===== config.mk =====
export PLATFORM = sky130hd
export DESIGN_NAME = mem_bridge
export DESIGN_NICKNAME = d
export VERILOG_FILES = /design/src/rtl/mem_bridge.sv
export SDC_FILE = /design/constraint.sdc
export NUM_CORES = 1
export LEC_CHECK = 0
export BUFFER_PORTS_ARGS = -buffer_cell sky130_fd_sc_hd__buf_4
export CAP_MARGIN = 20
export CORE_MARGIN = 5
export CORE_UTILIZATION = 47
export CTS_CLUSTER_SIZE = 10
export DETAILED_ROUTE_END_ITERATION = 16
export PLACE_DENSITY_LB_ADDON = 0.12
export SETUP_SLACK_MARGIN = 0.15
export SLEW_MARGIN = 15
export SYNTH_ARGS = -nofsm -noshare
export SYNTH_HDL_FRONTEND = slang
export SYNTH_SLANG_ARGS = --single-unit

===== constraint.sdc =====
create_clock -name clk -period 2.9 [get_ports clk]
set_input_delay 0.29 -clock clk [delete_from_list [all_inputs] [get_ports clk]]
set_output_delay 0.29 -clock clk [all_outputs]
set_load 0.02 [all_outputs]

===== src/rtl/mem_bridge.sv =====
// Memory access unit for the multicycle CPU. It turns a controller access
// request into a req/ack bus transaction and loads IR or MDR with the read
// word. It returns a one-cycle completion pulse. Misaligned addresses and bus
// timeouts raise sticky error flags.
module mem_bridge #(
  parameter int TIMEOUT = 16
) (
  input  logic        clk,
  input  logic        rst,
  input  logic        acc_valid,
  input  logic        IorD,
  input  logic        MemWrite,
  input  logic [31:0] pc,
  input  logic [31:0] aluout,
  input  logic [31:0] wdata,
  input  logic        err_clr,
  output logic        acc_done,
  output logic [31:0] ir,
  output logic [31:0] mdr,
  output logic        misaligned,
  output logic        bus_err,
  output logic        mem_req,
  output logic        mem_we,
  output logic [31:0] mem_addr,
  output logic [31:0] mem_wdata,
  input  logic        mem_ack,
  input  logic [31:0] mem_rdata
);

  localparam int CNT_W = $clog2(TIMEOUT + 1);
  // Counter value during the last REQ cycle allowed before aborting.
  localparam logic [CNT_W-1:0] CNT_LAST = CNT_W'(TIMEOUT - 1);

  typedef enum logic [1:0] {IDLE, REQ, DONE} state_t;

  state_t            state, state_nx;
  logic [CNT_W-1:0]  cnt, cnt_nx;
  logic              kind, kind_nx;
  logic              acc_done_nx;
  logic              mem_req_nx, mem_we_nx;
  logic [31:0]       mem_addr_nx, mem_wdata_nx;
  logic [31:0]       ir_nx, mdr_nx;
  logic              misaligned_nx, bus_err_nx;
  logic              mis_set, berr_set;
  logic [31:0]       addr_sel;

  // Next-state, bus outputs, data registers and error-flag updates.
  always_comb begin
    state_nx     = state;
    cnt_nx       = cnt;
    kind_nx      = kind;
    mem_req_nx   = mem_req;
    mem_we_nx    = mem_we;
    mem_addr_nx  = mem_addr;
    mem_wdata_nx = mem_wdata;
    ir_nx        = ir;
    mdr_nx       = mdr;
    mis_set      = 1'b0;
    berr_set     = 1'b0;
    addr_sel     = IorD ? aluout : pc;

    case (state)
      IDLE: begin
        if (acc_valid) begin
          kind_nx = IorD;
          if (addr_sel[1:0] != 2'b00) begin
            // A misaligned access never reaches the bus.
            mis_set  = 1'b1;
            state_nx = DONE;
          end else begin
            state_nx     = REQ;
            mem_req_nx   = 1'b1;
            mem_we_nx    = IorD & MemWrite;
            mem_addr_nx  = addr_sel;
            mem_wdata_nx = wdata;
            cnt_nx       = '0;
          end
        end
      end
      REQ: begin
        if (mem_ack) begin
          // An ack wins over a timeout expiring in the same cycle.
          if (!mem_we) begin
            if (kind) mdr_nx = mem_rdata;
            else      ir_nx  = mem_rdata;
          end
          mem_req_nx = 1'b0;
          mem_we_nx  = 1'b0;
          state_nx   = DONE;
        end else if (cnt == CNT_LAST) begin
          berr_set   = 1'b1;
          mem_req_nx = 1'b0;
          mem_we_nx  = 1'b0;
          state_nx   = DONE;
        end else begin
          cnt_nx = cnt + CNT_W'(1);
        end
      end
      DONE: begin
        state_nx = IDLE;
      end
      default: begin
        state_nx   = IDLE;
        mem_req_nx = 1'b0;
        mem_we_nx  = 1'b0;
      end
    endcase

    acc_done_nx   = (state_nx == DONE);
    // A new error that sets on the same edge as a clear wins.
    misaligned_nx = (misaligned & ~err_clr) | mis_set;
    bus_err_nx    = (bus_err & ~err_clr) | berr_set;
  end

  // State, counter and all registered outputs; reset aborts any transaction.
  always_ff @(posedge clk or negedge rst) begin
    if (!rst) begin
      state      <= IDLE;
      cnt        <= '0;
      kind       <= 1'b0;
      acc_done   <= 1'b0;
      mem_req    <= 1'b0;
      mem_we     <= 1'b0;
      mem_addr   <= '0;
      mem_wdata  <= '0;
      ir         <= '0;
      mdr        <= '0;
      misaligned <= 1'b0;
      bus_err    <= 1'b0;
    end else begin
      state      <= state_nx;
      cnt        <= cnt_nx;
      kind       <= kind_nx;
      acc_done   <= acc_done_nx;
      mem_req    <= mem_req_nx;
      mem_we     <= mem_we_nx;
      mem_addr   <= mem_addr_nx;
      mem_wdata  <= mem_wdata_nx;
      ir         <= ir_nx;
      mdr        <= mdr_nx;
      misaligned <= misaligned_nx;
      bus_err    <= bus_err_nx;
    end
  end

endmodule


== Word level (Yosys, flattened, before mapping) ==
Cells that the tools add are included.
Cells by class
  $add $sub $neg: 1
  $lt $le $gt $ge: 0
  equality and inequality tests: 9
  bitwise operators: 10
  divide/modulo/power cells: 0
  shift operators: 0
  reductions and logical operators: 9
  mux-type cells: 25
  multiply operators: 0
Operators with widths (count)
  $mux W32: 1
  $mux W5: 4
  $mux W1: 12
  $reduce_and A4 Y1: 3
  $pmux W5 S2: 1
  $mux W2: 4
  $ne A2 B2 Y1 const B: 4
  $pmux W1 S3: 2
  $add A5 B1 Y5 const B: 1
  $eq A5 B4 Y1 const B: 1
  $not A1 Y1: 5
  $reduce_and A5 Y1: 1
  $eq A2 B2 Y1 const B: 2
  $pmux W2 S2: 1
  $reduce_bool A2 Y1: 2
  $and A1 B1 Y1: 3
  $ne A3 B3 Y1 const B: 1
  $reduce_and A3 Y1: 1
  $eq A2 B1 Y1 const B: 1
  $logic_not A2 Y1: 1
  $or A1 B1 Y1: 2
  $reduce_and A2 Y1: 1
Word-level totals
  latch bits: 0
  memories kept: 0
  bits in registers: 141
  input bits: 135
  memory bits (writable): 0
  memory bits (read-only): 0

== Longest topological paths before layout ==
Gate-level depths: netlist (run 1).
  word-level depth: 6
  depth in mapped cells: 6

== Worst setup path after synthesis (run 1) ==
No wires, ideal clock.
  kind: flip-flop to flip-flop
  from: reg cnt[0]
  to: reg cnt[1]
  data arrival time: 2.033 ns
  data required time: 2.763 ns
  setup slack: 0.730 ns
  setup time: 0.137 ns
  path buffers: 0
  stages on the path, launching flop included: 7
  cell sequence: dfrtp_1 -> ha_1 -> and3_1 -> ha_1 -> or4b_2 -> a32oi_1 -> o22ai_1
Between the ends
  cells in the longest elaborated chain, start to end: 4
  elaborated cells between the ends (all ways): 7
  classes of those cells: add/sub (1); eq/ne (2); mux (3); reduce/logical (1)
RTL lines
  from (decl): RTL line 37  | logic [CNT_W-1:0] cnt, cnt_nx;
  from (signal assigned): RTL line 132  | cnt <= cnt_nx;
  $add A5 B1 Y5: RTL line 96  | cnt_nx = cnt + CNT_W'(1);
  $mux W5: RTL line 90  | end else if (cnt == CNT_LAST) begin
  $mux W5: RTL line 81  | if (mem_ack) begin
  $pmux W5 S2: RTL line 62  | case (state)
Several ways; a longest one is shown, not always the timed one. The select of a mux whose other input is x is not followed.
A chain may end at the register's enable or synchronous reset.

== Final worst setup path (run 1) ==
Same ends and word-level chain as after synthesis.

==> results of run 1 <==
## timing repair
action | CTS | global route
hold endpoints to repair | 79 | 0
setup buffers | 0 | 0
hold buffers | 1 | 0
## synth_stat cells (2+ instances only)
cell type / count / area share [%]
dfrtp_1: 141 / 60
mux2_2: 96 / 18
mux2_1: 61 / 12
inv_1: 11 / 0.70
buf_6: 9 / 1.7
buf_2: 6 / 0.51
clkbuf_1: 6 / 0.38
nand2_1: 6 / 0.38
o22ai_1: 6 / 0.64
ha_1: 3 / 0.64
nand3_1: 3 / 0.26
nor2_1: 3 / 0.19
and2_1: 2 / 0.21
o21ai_0: 2 / 0.17
o311ai_0: 2 / 0.30
or3b_1: 2 / 0.30
## report_power, final
group / internal, mW / switching [mW] / total (mW)
clock: 1.20 / 0.743 / 1.94
sequential: 2.76 / 0.425 / 3.18
combinational: 1.62 / 1.71 / 3.32
## flip-flops by register name (all words and copies together), names as in the netlist, 2 cells and up
name / cells
cnt: 5
ir: 32
mdr: 32
mem_addr: 32
mem_wdata: 32
state: 2
## final timing paths
kind                       cells after the start  slack, ps                        end                startpoint
max                                            6        550         cnt[1]$_DFFE_PN0P_        cnt[0]$_DFFE_PN0P_
min                                            2         70          bus_err$_DFF_PN0_                   err_clr
max reg2reg                                    6        550         cnt[1]$_DFFE_PN0P_        cnt[0]$_DFFE_PN0P_
min reg2reg                                    1        490   mem_addr[25]$_DFFE_PN0P_  mem_addr[25]$_DFFE_PN0P_
max in group asynchronous                      3       1630  mem_wdata[18]$_DFFE_PN0P_                       rst
min in group asynchronous                      2        510   mem_addr[10]$_DFFE_PN0P_                       rst
## area by class of cell
type                            instances  share of cell area (%)
Sequential cell                       141                    41.3
Multi-Input combinational cell        208                    25.1
Timing Repair Buffer                  274                    24.3
Clock buffer                           25                    5.92
Tap cell                              168                    2.46
Inverter                               11                   0.483
Clock inverter                          6                   0.410
## cells in the final DEF (no fill, tap or decap), types with 2 or more instances in the layout
master and count:
nor2_1 3, inv_1 11, ha_1 3, clkbuf_16 17, nand2_1 6, o22ai_1 6, clkinvlp_4 2, mux2_2 96
o21ai_0 2, buf_4 271, clkinv_2 4, dfrtp_1 141, nand3_1 3, or3b_1 2, o311ai_0 2, and2_1 2
clkbuf_8 5, mux2_1 61, clkbuf_1 3
## logic make-up after synthesis
logic type / after synthesis / synth area share, %
compound gates: 22 / 2.88
xor+xnor: 1 / 0.149
fa+ha+maj: 3 / 0.640
buf+inv: 32 / 3.33
flops: 141 / 60.2
mux: 157 / 30.2
simple gates: 25 / 2.67
## critical path, stage by stage (launching register included)
cell and delay [ps]:
dfrtp_1 420, ha_1 240, and3_1 200, ha_1 250, or4b_2 680, a32oi_1 280
o22ai_1 150
## per-layer routing
metal | wire, um | up-vias | GRT usage [%]
met1 | 5260 | 2027 | 22.0
met5 | 0 | - | 0
met3 | 1220 | 20 | 7.29
li1 | - | 1903 | -
met2 | 7430 | 159 | 34.7
met4 | 302 | 0 | 7.21
## through the flow
| step | power (mW) | area (um^2) | utilization (%) | hold WS (ps) | std cells |
|---|---|---|---|---|---|
| 2_1_floorplan | 4.87 | 5860 | - | -5.59 | 381 |
| 5_1_grt | 8.91 | 8540 | 70.5 | 64.6 | 833 |
| 6_report | 8.44 | 8540 | 70.5 | 74.5 | 833 |
| 3_3_place_gp | 6.48 | 7990 | 66.0 | 375 | 801 |
| 3_5_place_dp | 6.59 | 7990 | 66.0 | 386 | 801 |
| 4_1_cts | 8.56 | 8540 | 70.5 | 49.8 | 833 |
==> flow_metrics.env, run 1 <==
export IMPL_status="completed"
export IMPL_port_buffers=267
export IMPL_postRouteWirelength_um=14200
export IMPL_finalCritPeriodShare_pct=80.9
export IMPL_grt_ovfl_total=0
export IMPL_setup_viol=0
export IMPL_drt_iter0_markers=205
export IMPL_irDropWorstVdd_mv=0.546
export IMPL_critical_path_startpoint_type="register"
export IMPL_cts_tree="built"
export IMPL_die_w_um=122
export IMPL_fin_tns_setup_ps=0
export IMPL_hold_viol=0
export IMPL_multi_input_area_um2=2150
export IMPL_cp_arrival_ps=2610
export IMPL_cts_inserted_buffers=17
export IMPL_vias_per_cell=4.93
export IMPL_max_freq_mhz=426
export IMPL_tightest_slew_ps=726
export IMPL_path_class="register to register"
export IMPL_grt_pass1_wl_um=22700
export IMPL_drv_cap=0
export IMPL_wl_per_cell_um=17.1
export IMPL_dp_hpwl_um=10800
export IMPL_h_tree_depth=4
export IMPL_slew_headroom_pct=51.6
export IMPL_rsz0062_at_grt="false"
export IMPL_antenna_found_initial=0
export IMPL_syn2layout_area_growth_pct=45.7
export IMPL_cp_max_fo=6
export IMPL_rows=40
export IMPL_cts_buffer_depth=2
export IMPL_syn_area_um2=5860
export IMPL_timing_final_ws_setup_ps=553
export IMPL_synth_warnings=0
export IMPL_holdCritPathClass="primary input to register"
export IMPL_remaining_drc_errors=0
export IMPL_syn_num_nets=519
export IMPL_dpl_worst_slack_ps=575
export IMPL_period_needed_ps=2350
export IMPL_grt_max_degree=82
export IMPL_die_height_um=122
export IMPL_cp_end_kind="register"
export IMPL_via_count=4109
export IMPL_seq_area_frac_synth_pct=60.2
export IMPL_ios=268
export IMPL_drv_slew=0
export IMPL_synth_seq_cells=141
export IMPL_grt_pass1_vias=4508
export IMPL_synth_edf_count=0
export IMPL_insertion_delay_ps=410
export IMPL_core_um2=12100
export IMPL_drive_gt1_share_pct=60.3
export IMPL_diodes=0
export IMPL_critPathRequiredTime_ps=3160
export IMPL_yosysUniqueCellTypes=38
export IMPL_ctsResizeCount=0
export IMPL_die_area_um2=14800
export IMPL_cts_root_buf="clkbuf_16"
export IMPL_clkTransAtPathRegs_ps=60
export IMPL_seq_area_um2=3530
export IMPL_synth_ff_type="dfrtp_1"
export IMPL_syn_instance_count=381
export IMPL_drtAntennaViolNets=0
export IMPL_avgSynthCellArea_um2=15.4
export IMPL_clkSinkCount=141
export IMPL_drt_pass1_iterations=4
export IMPL_fin_skew_ps=5.44
export IMPL_layout_nets=791
export IMPL_initial_core_util_pct=48.4
export IMPL_powerDensity_nw_per_um2=988
export IMPL_async_reset_ff_share_pct=100
export IMPL_globalplace_congestion=0.855
export IMPL_p_leak_nw=4.16
export IMPL_grt_total_usage_pct=19.8
export IMPL_fill_cells=902
Note: power is estimated with default switching activity, not from simulation.
==> inputs of run 2 (changes only) <==
- CORE_UTILIZATION: 47 -> 42
- clock period: 2.9 -> 2.1 ns (I/O delays scaled with it)
==> flow_metrics.env, run 2 (same netlist as run 1, synthesis figures left out) <==
export IMPL_final_cell_mix="buf_4, dfrtp_1, mux2_2"
export IMPL_instances_no_fill=873
export IMPL_hold_path_cell_count=2
export IMPL_syn2layout_area_growth_pct=52.8
export IMPL_dpl_cell_count=820
export IMPL_drtAntennaViolNets=0
export IMPL_remaining_drc_errors=0
export IMPL_rrSetupSlack_ps=190
export IMPL_rows=43
export IMPL_cts_root_buf="clkbuf_16"
export IMPL_clkTransAtPathRegs_ps=60
export IMPL_diodes=0
export IMPL_hold_viol=0
export IMPL_layout_nets=818
export IMPL_p_leak_nw=4.32
export IMPL_worst_r2r_cell_count=6
export IMPL_dp_hpwl_um=11300
export IMPL_cp_arrival_ps=2200
export IMPL_powerDensity_nw_per_um2=1360
export IMPL_multi_input_area_um2=2200
export IMPL_finalCritPeriodShare_pct=91.2
export IMPL_globalplace_congestion=0.791
export IMPL_tightest_slew_ps=485
export IMPL_wl_per_cell_um=17.1
export IMPL_layout_commonest_cell="buf_4"
export IMPL_status="completed"
export IMPL_fin_skew_ps=5.42
export IMPL_cts_buffer_depth=2
export IMPL_holdCritPathClass="primary input to register"
export IMPL_reg2reg_to="cnt[3]$_DFFE_PN0P_"
export IMPL_clkSinkCount=141
export IMPL_max_freq_mhz=522
export IMPL_irDropWorstVdd_mv=0.621
export IMPL_grt_pass1_wl_um=23500
export IMPL_cp_end_kind="register"
export IMPL_drv_cap=0
export IMPL_port_buffers=267
export IMPL_via_count=4256
export IMPL_die_w_um=128
export IMPL_setup_viol=0
export IMPL_grt_pass1_vias=4690
export IMPL_cts_tree="built"
export IMPL_drt_pass1_iterations=4
export IMPL_critPathRequiredTime_ps=2390
export IMPL_core_um2=13800
export IMPL_drive_gt1_share_pct=60.2
export IMPL_postRouteWirelength_um=14900
export IMPL_hp_start="wdata[24]"
export IMPL_drv_slew=0
export IMPL_h_tree_depth=4
export IMPL_antenna_found_initial=0
export IMPL_critical_path_startpoint_type="register"
export IMPL_cp_max_fo=4
export IMPL_initial_core_util_pct=42.6
export IMPL_grt_total_usage_pct=18.3
export IMPL_insertion_delay_ps=410
export IMPL_fill_cells=1079
export IMPL_grt_ovfl_total=0
export IMPL_vias_per_cell=4.88
export IMPL_period_needed_ps=1910
export IMPL_rsz0062_at_grt="true"
export IMPL_drt_iter0_markers=149
export IMPL_fin_tns_setup_ps=0
export IMPL_seq_area_um2=3530
export IMPL_slew_headroom_pct=67.7
export IMPL_r2r_start="cnt[1]$_DFFE_PN0P_"
export IMPL_path_class="register to register"
export IMPL_cts_inserted_buffers=17
export IMPL_die_height_um=128
export IMPL_die_area_um2=16400
export IMPL_worstHoldEndpoint="mem_wdata[24]$_DFFE_PN0P_"
export IMPL_ios=268
export IMPL_grt_max_degree=52
-- run 2: per-layer routing --
layer | global-route usage, % | vias up | part of all wire (%)
met1 | 20.1 | 2111 | 36
met3 | 6.29 | 27 | 7.7
met4 | 6.68 | 0 | 2.1
met2 | 32.7 | 154 | 54
li1 | - | 1964 | -
met5 | 0 | - | 0
-- run 2: cell type report --
| class | count | area share, % |
|---|---|---|
| clock buffers | 21 | 5.03 |
| inverters | 11 | 0.461 |
| well taps | 180 | 2.51 |
| clock inverters | 11 | 1.86 |
| multi-input cells | 208 | 24.5 |
| flip-flops and latches | 141 | 39.4 |
| repair buffers | 301 | 26.2 |
-- run 2: critical path: stages, from the launching register on --
cell     delay [ps]
dfrtp_1         400
ha_2            210
and3_4          170
ha_4            170
or4b_4          540
a32oi_4         200
o22ai_2         110
-- run 2: per-stage QoR --
| step | cell area (um^2) | worst slack [ps] | util, % | hold slack (ps) | power, mW |
|---|---|---|---|---|---|
| floorplan | 5880 | 174 | - | -85.6 | 6.73 |
| global placement | 8100 | 104 | 58.8 | 187 | 8.98 |
| detailed placement | 8100 | 64.7 | 58.8 | 191 | 9.12 |
| CTS | 8920 | 158 | 64.8 | 0.836 | 12.3 |
| global route | 8960 | 142 | 65.0 | 8.18 | 12.8 |
| finish | 8960 | 186 | 65.0 | 19.6 | 12.2 |
-- run 2: how the worst max path moves through the flow --
stage,cells after the start,slack [ps],from,end
finish,6,190,cnt[1]$_DFFE_PN0P_,cnt[3]$_DFFE_PN0P_
global route,6,140,cnt[1]$_DFFE_PN0P_,cnt[3]$_DFFE_PN0P_
CTS,6,160,cnt[1]$_DFFE_PN0P_,cnt[1]$_DFFE_PN0P_
detailed placement,6,60,cnt[0]$_DFFE_PN0P_,cnt[1]$_DFFE_PN0P_
global placement,6,100,cnt[0]$_DFFE_PN0P_,cnt[1]$_DFFE_PN0P_
floorplan,6,170,cnt[0]$_DFFE_PN0P_,cnt[1]$_DFFE_PN0P_
-- run 2: where the power goes --
group          internal [mW]  total, mW  switching [mW]  leakage (nW)
logic                   2.29       4.68            2.38          2.30
registers               3.81       4.38           0.577          1.73
clock network           2.01       3.09            1.08         0.293
total                   8.11       12.2            4.04          4.32
-- run 2: timing repair --
item | 4_1_cts | 5_1_grt
cloned | 0 | 0
endpoints found under the hold margin | 65 | 0
endpoints found under the setup margin | 3 | 4
resized for setup | 2 | 4
buffers inserted | 1 | 2
pin swaps | 4 | 5
hold buffers | 18 | 0
==> inputs of run 3 (changes only) <==
- CORE_UTILIZATION: 42 -> 47
- clock period: 2.1 -> 2 ns (I/O delays scaled with it)
==> flow_metrics.env, run 3 (same netlist as run 1, synthesis figures left out) <==
export IMPL_status="completed"
export IMPL_dp_hpwl_um=11000
export IMPL_grt_pass1_wl_um=23400
export IMPL_insertion_delay_ps=410
export IMPL_cp_slowest_cell="or4b_4"
export IMPL_setup_viol=0
export IMPL_slowest_delay_ps=540
export IMPL_grt_max_degree=52
export IMPL_r2r_start="cnt[0]$_DFFE_PN0P_"
export IMPL_layout_nets=834
export IMPL_antenna_found_initial=0
export IMPL_drive_gt1_share_pct=60.6
export IMPL_finalCritPeriodShare_pct=94.7
export IMPL_rsz0062_at_grt="true"
export IMPL_via_count=4328
export IMPL_dpl_cell_area_um2=8140
export IMPL_die_area_um2=14800
export IMPL_initial_core_util_pct=48.4
export IMPL_postRouteWirelength_um=15600
export IMPL_tightest_slew_ps=463
export IMPL_hp_start="wdata[3]"
export IMPL_hold_path_cell_count=2
export IMPL_fin_area_um2=9200
export IMPL_fill_cells=804
export IMPL_globalplace_congestion=0.813
export IMPL_ios=268
export IMPL_die_height_um=122
export IMPL_cts_root_buf="clkbuf_16"
export IMPL_final_cell_mix="buf_4, dfrtp_1, mux2_2"
export IMPL_grt_pass1_vias=4662
export IMPL_cp_max_fo=3
export IMPL_worstHoldEndpoint="mem_wdata[3]$_DFFE_PN0P_"
export IMPL_worst_r2r_cell_count=6
export IMPL_grt_ovfl_total=0
export IMPL_wl_per_cell_um=17.8
export IMPL_critPathRequiredTime_ps=2280
export IMPL_core_um2=12100
export IMPL_cts_tree="built"
export IMPL_cts_buffer_depth=2
export IMPL_drv_slew=0
export IMPL_powerDensity_nw_per_um2=1400
export IMPL_critical_path_startpoint_type="register"
export IMPL_period_needed_ps=1890
export IMPL_total_power_mw=12.9
export IMPL_clkTransAtPathRegs_ps=60
export IMPL_drt_pass1_iterations=4
export IMPL_rows=40
export IMPL_instances_no_fill=876
export IMPL_diodes=0
export IMPL_cp_arrival_ps=2180
export IMPL_irDropWorstVdd_mv=0.663
export IMPL_hold_viol=0
export IMPL_reg2reg_to="cnt[4]$_DFFE_PN0P_"
export IMPL_post_route_util_pct=76.0
export IMPL_timing_critical_path_cells="ha_2 -> and3_4 -> ha_4 -> or4b_4 -> a32oi_4 -> o22ai_1"
export IMPL_timing_final_ws_setup_ps=107
export IMPL_cts_inserted_buffers=17
export IMPL_remaining_drc_errors=0
export IMPL_cp_end_kind="register"
export IMPL_clkSinkCount=141
export IMPL_layout_commonest_cell="buf_4"
export IMPL_max_freq_mhz=528
export IMPL_fin_skew_ps=5.41
export IMPL_die_w_um=122
export IMPL_port_buffers=267
export IMPL_slew_headroom_pct=69.1
export IMPL_syn2layout_area_growth_pct=57.0
export IMPL_holdWs_ps=12.7
export IMPL_path_class="register to register"
export IMPL_vias_per_cell=4.94
export IMPL_fin_tns_setup_ps=0
export IMPL_dpl_worst_slack_ps=83.0
export IMPL_holdCritPathClass="primary input to register"
export IMPL_dpl_cell_count=809
export IMPL_h_tree_depth=4
export IMPL_drv_cap=0
export IMPL_drtAntennaViolNets=0
export IMPL_grt_total_usage_pct=20.3
export IMPL_rrSetupSlack_ps=110
export IMPL_drt_iter0_markers=184
export IMPL_p_leak_nw=4.44
[run 3: how the worst max path moves through the flow]
stage / end / cells after the start / startpoint
after global routing: cnt[4]$_DFFE_PN0P_ / 6 / cnt[0]$_DFFE_PN0P_
after CTS: cnt[1]$_DFFE_PN0P_ / 6 / cnt[1]$_DFFE_PN0P_
after detailed placement: cnt[1]$_DFFE_PN0P_ / 6 / cnt[1]$_DFFE_PN0P_
after floorplan: mem_addr[10]$_DFFE_PN0P_ / 5 / state[1]$_DFF_PN0_
final: cnt[4]$_DFFE_PN0P_ / 6 / cnt[0]$_DFFE_PN0P_
after global placement: cnt[1]$_DFFE_PN0P_ / 6 / cnt[1]$_DFFE_PN0P_
[run 3: layer usage]
layer / track usage [%] / up-vias / part of all wire [%]
met2: 36.5 / 154 / 54
met1: 22.5 / 2156 / 37
met5: 0 / - / 0
met3: 6.55 / 21 / 7.5
met4: 7.07 / 0 / 1.6
li1: - / 1997 / -
[run 3: layout make-up]
cell class                 count  area [um^2]  area share [%]
sequential                   141         3530            38.3
timing repair buffer         317         2600            28.3
multi-input combinational    208         2210            24.0
clock buffer                  22          474            5.15
tap                          168          210            2.28
clock inverter                 9          136            1.48
inverter                      11         41.3           0.449
[run 3: power by group]
part / total (mW) / internal [mW] / switching, mW
clock: 3.19 / 2.06 / 1.14
combinational: 5.05 / 2.48 / 2.57
sequential: 4.62 / 4.00 / 0.621
[run 3: worst max-delay path, delay by kind of cell (launching register included)]
kind                       cells  cell delay (ps)
and+or+nand+nor                2              700
DFF                            1              390
adders and majority gates      2              360
AOI/OAI and AO/OA              2              310
[run 3: timing repair]
action                                  4_1_cts  5_1_grt
hold buffers                                 25        1
endpoints found under the setup margin        4       58
pin swaps                                     4        2
setup buffers                                 3        3
gates resized for setup                       0        6
gates cloned                                  0        4
hold endpoints to repair                     72        1
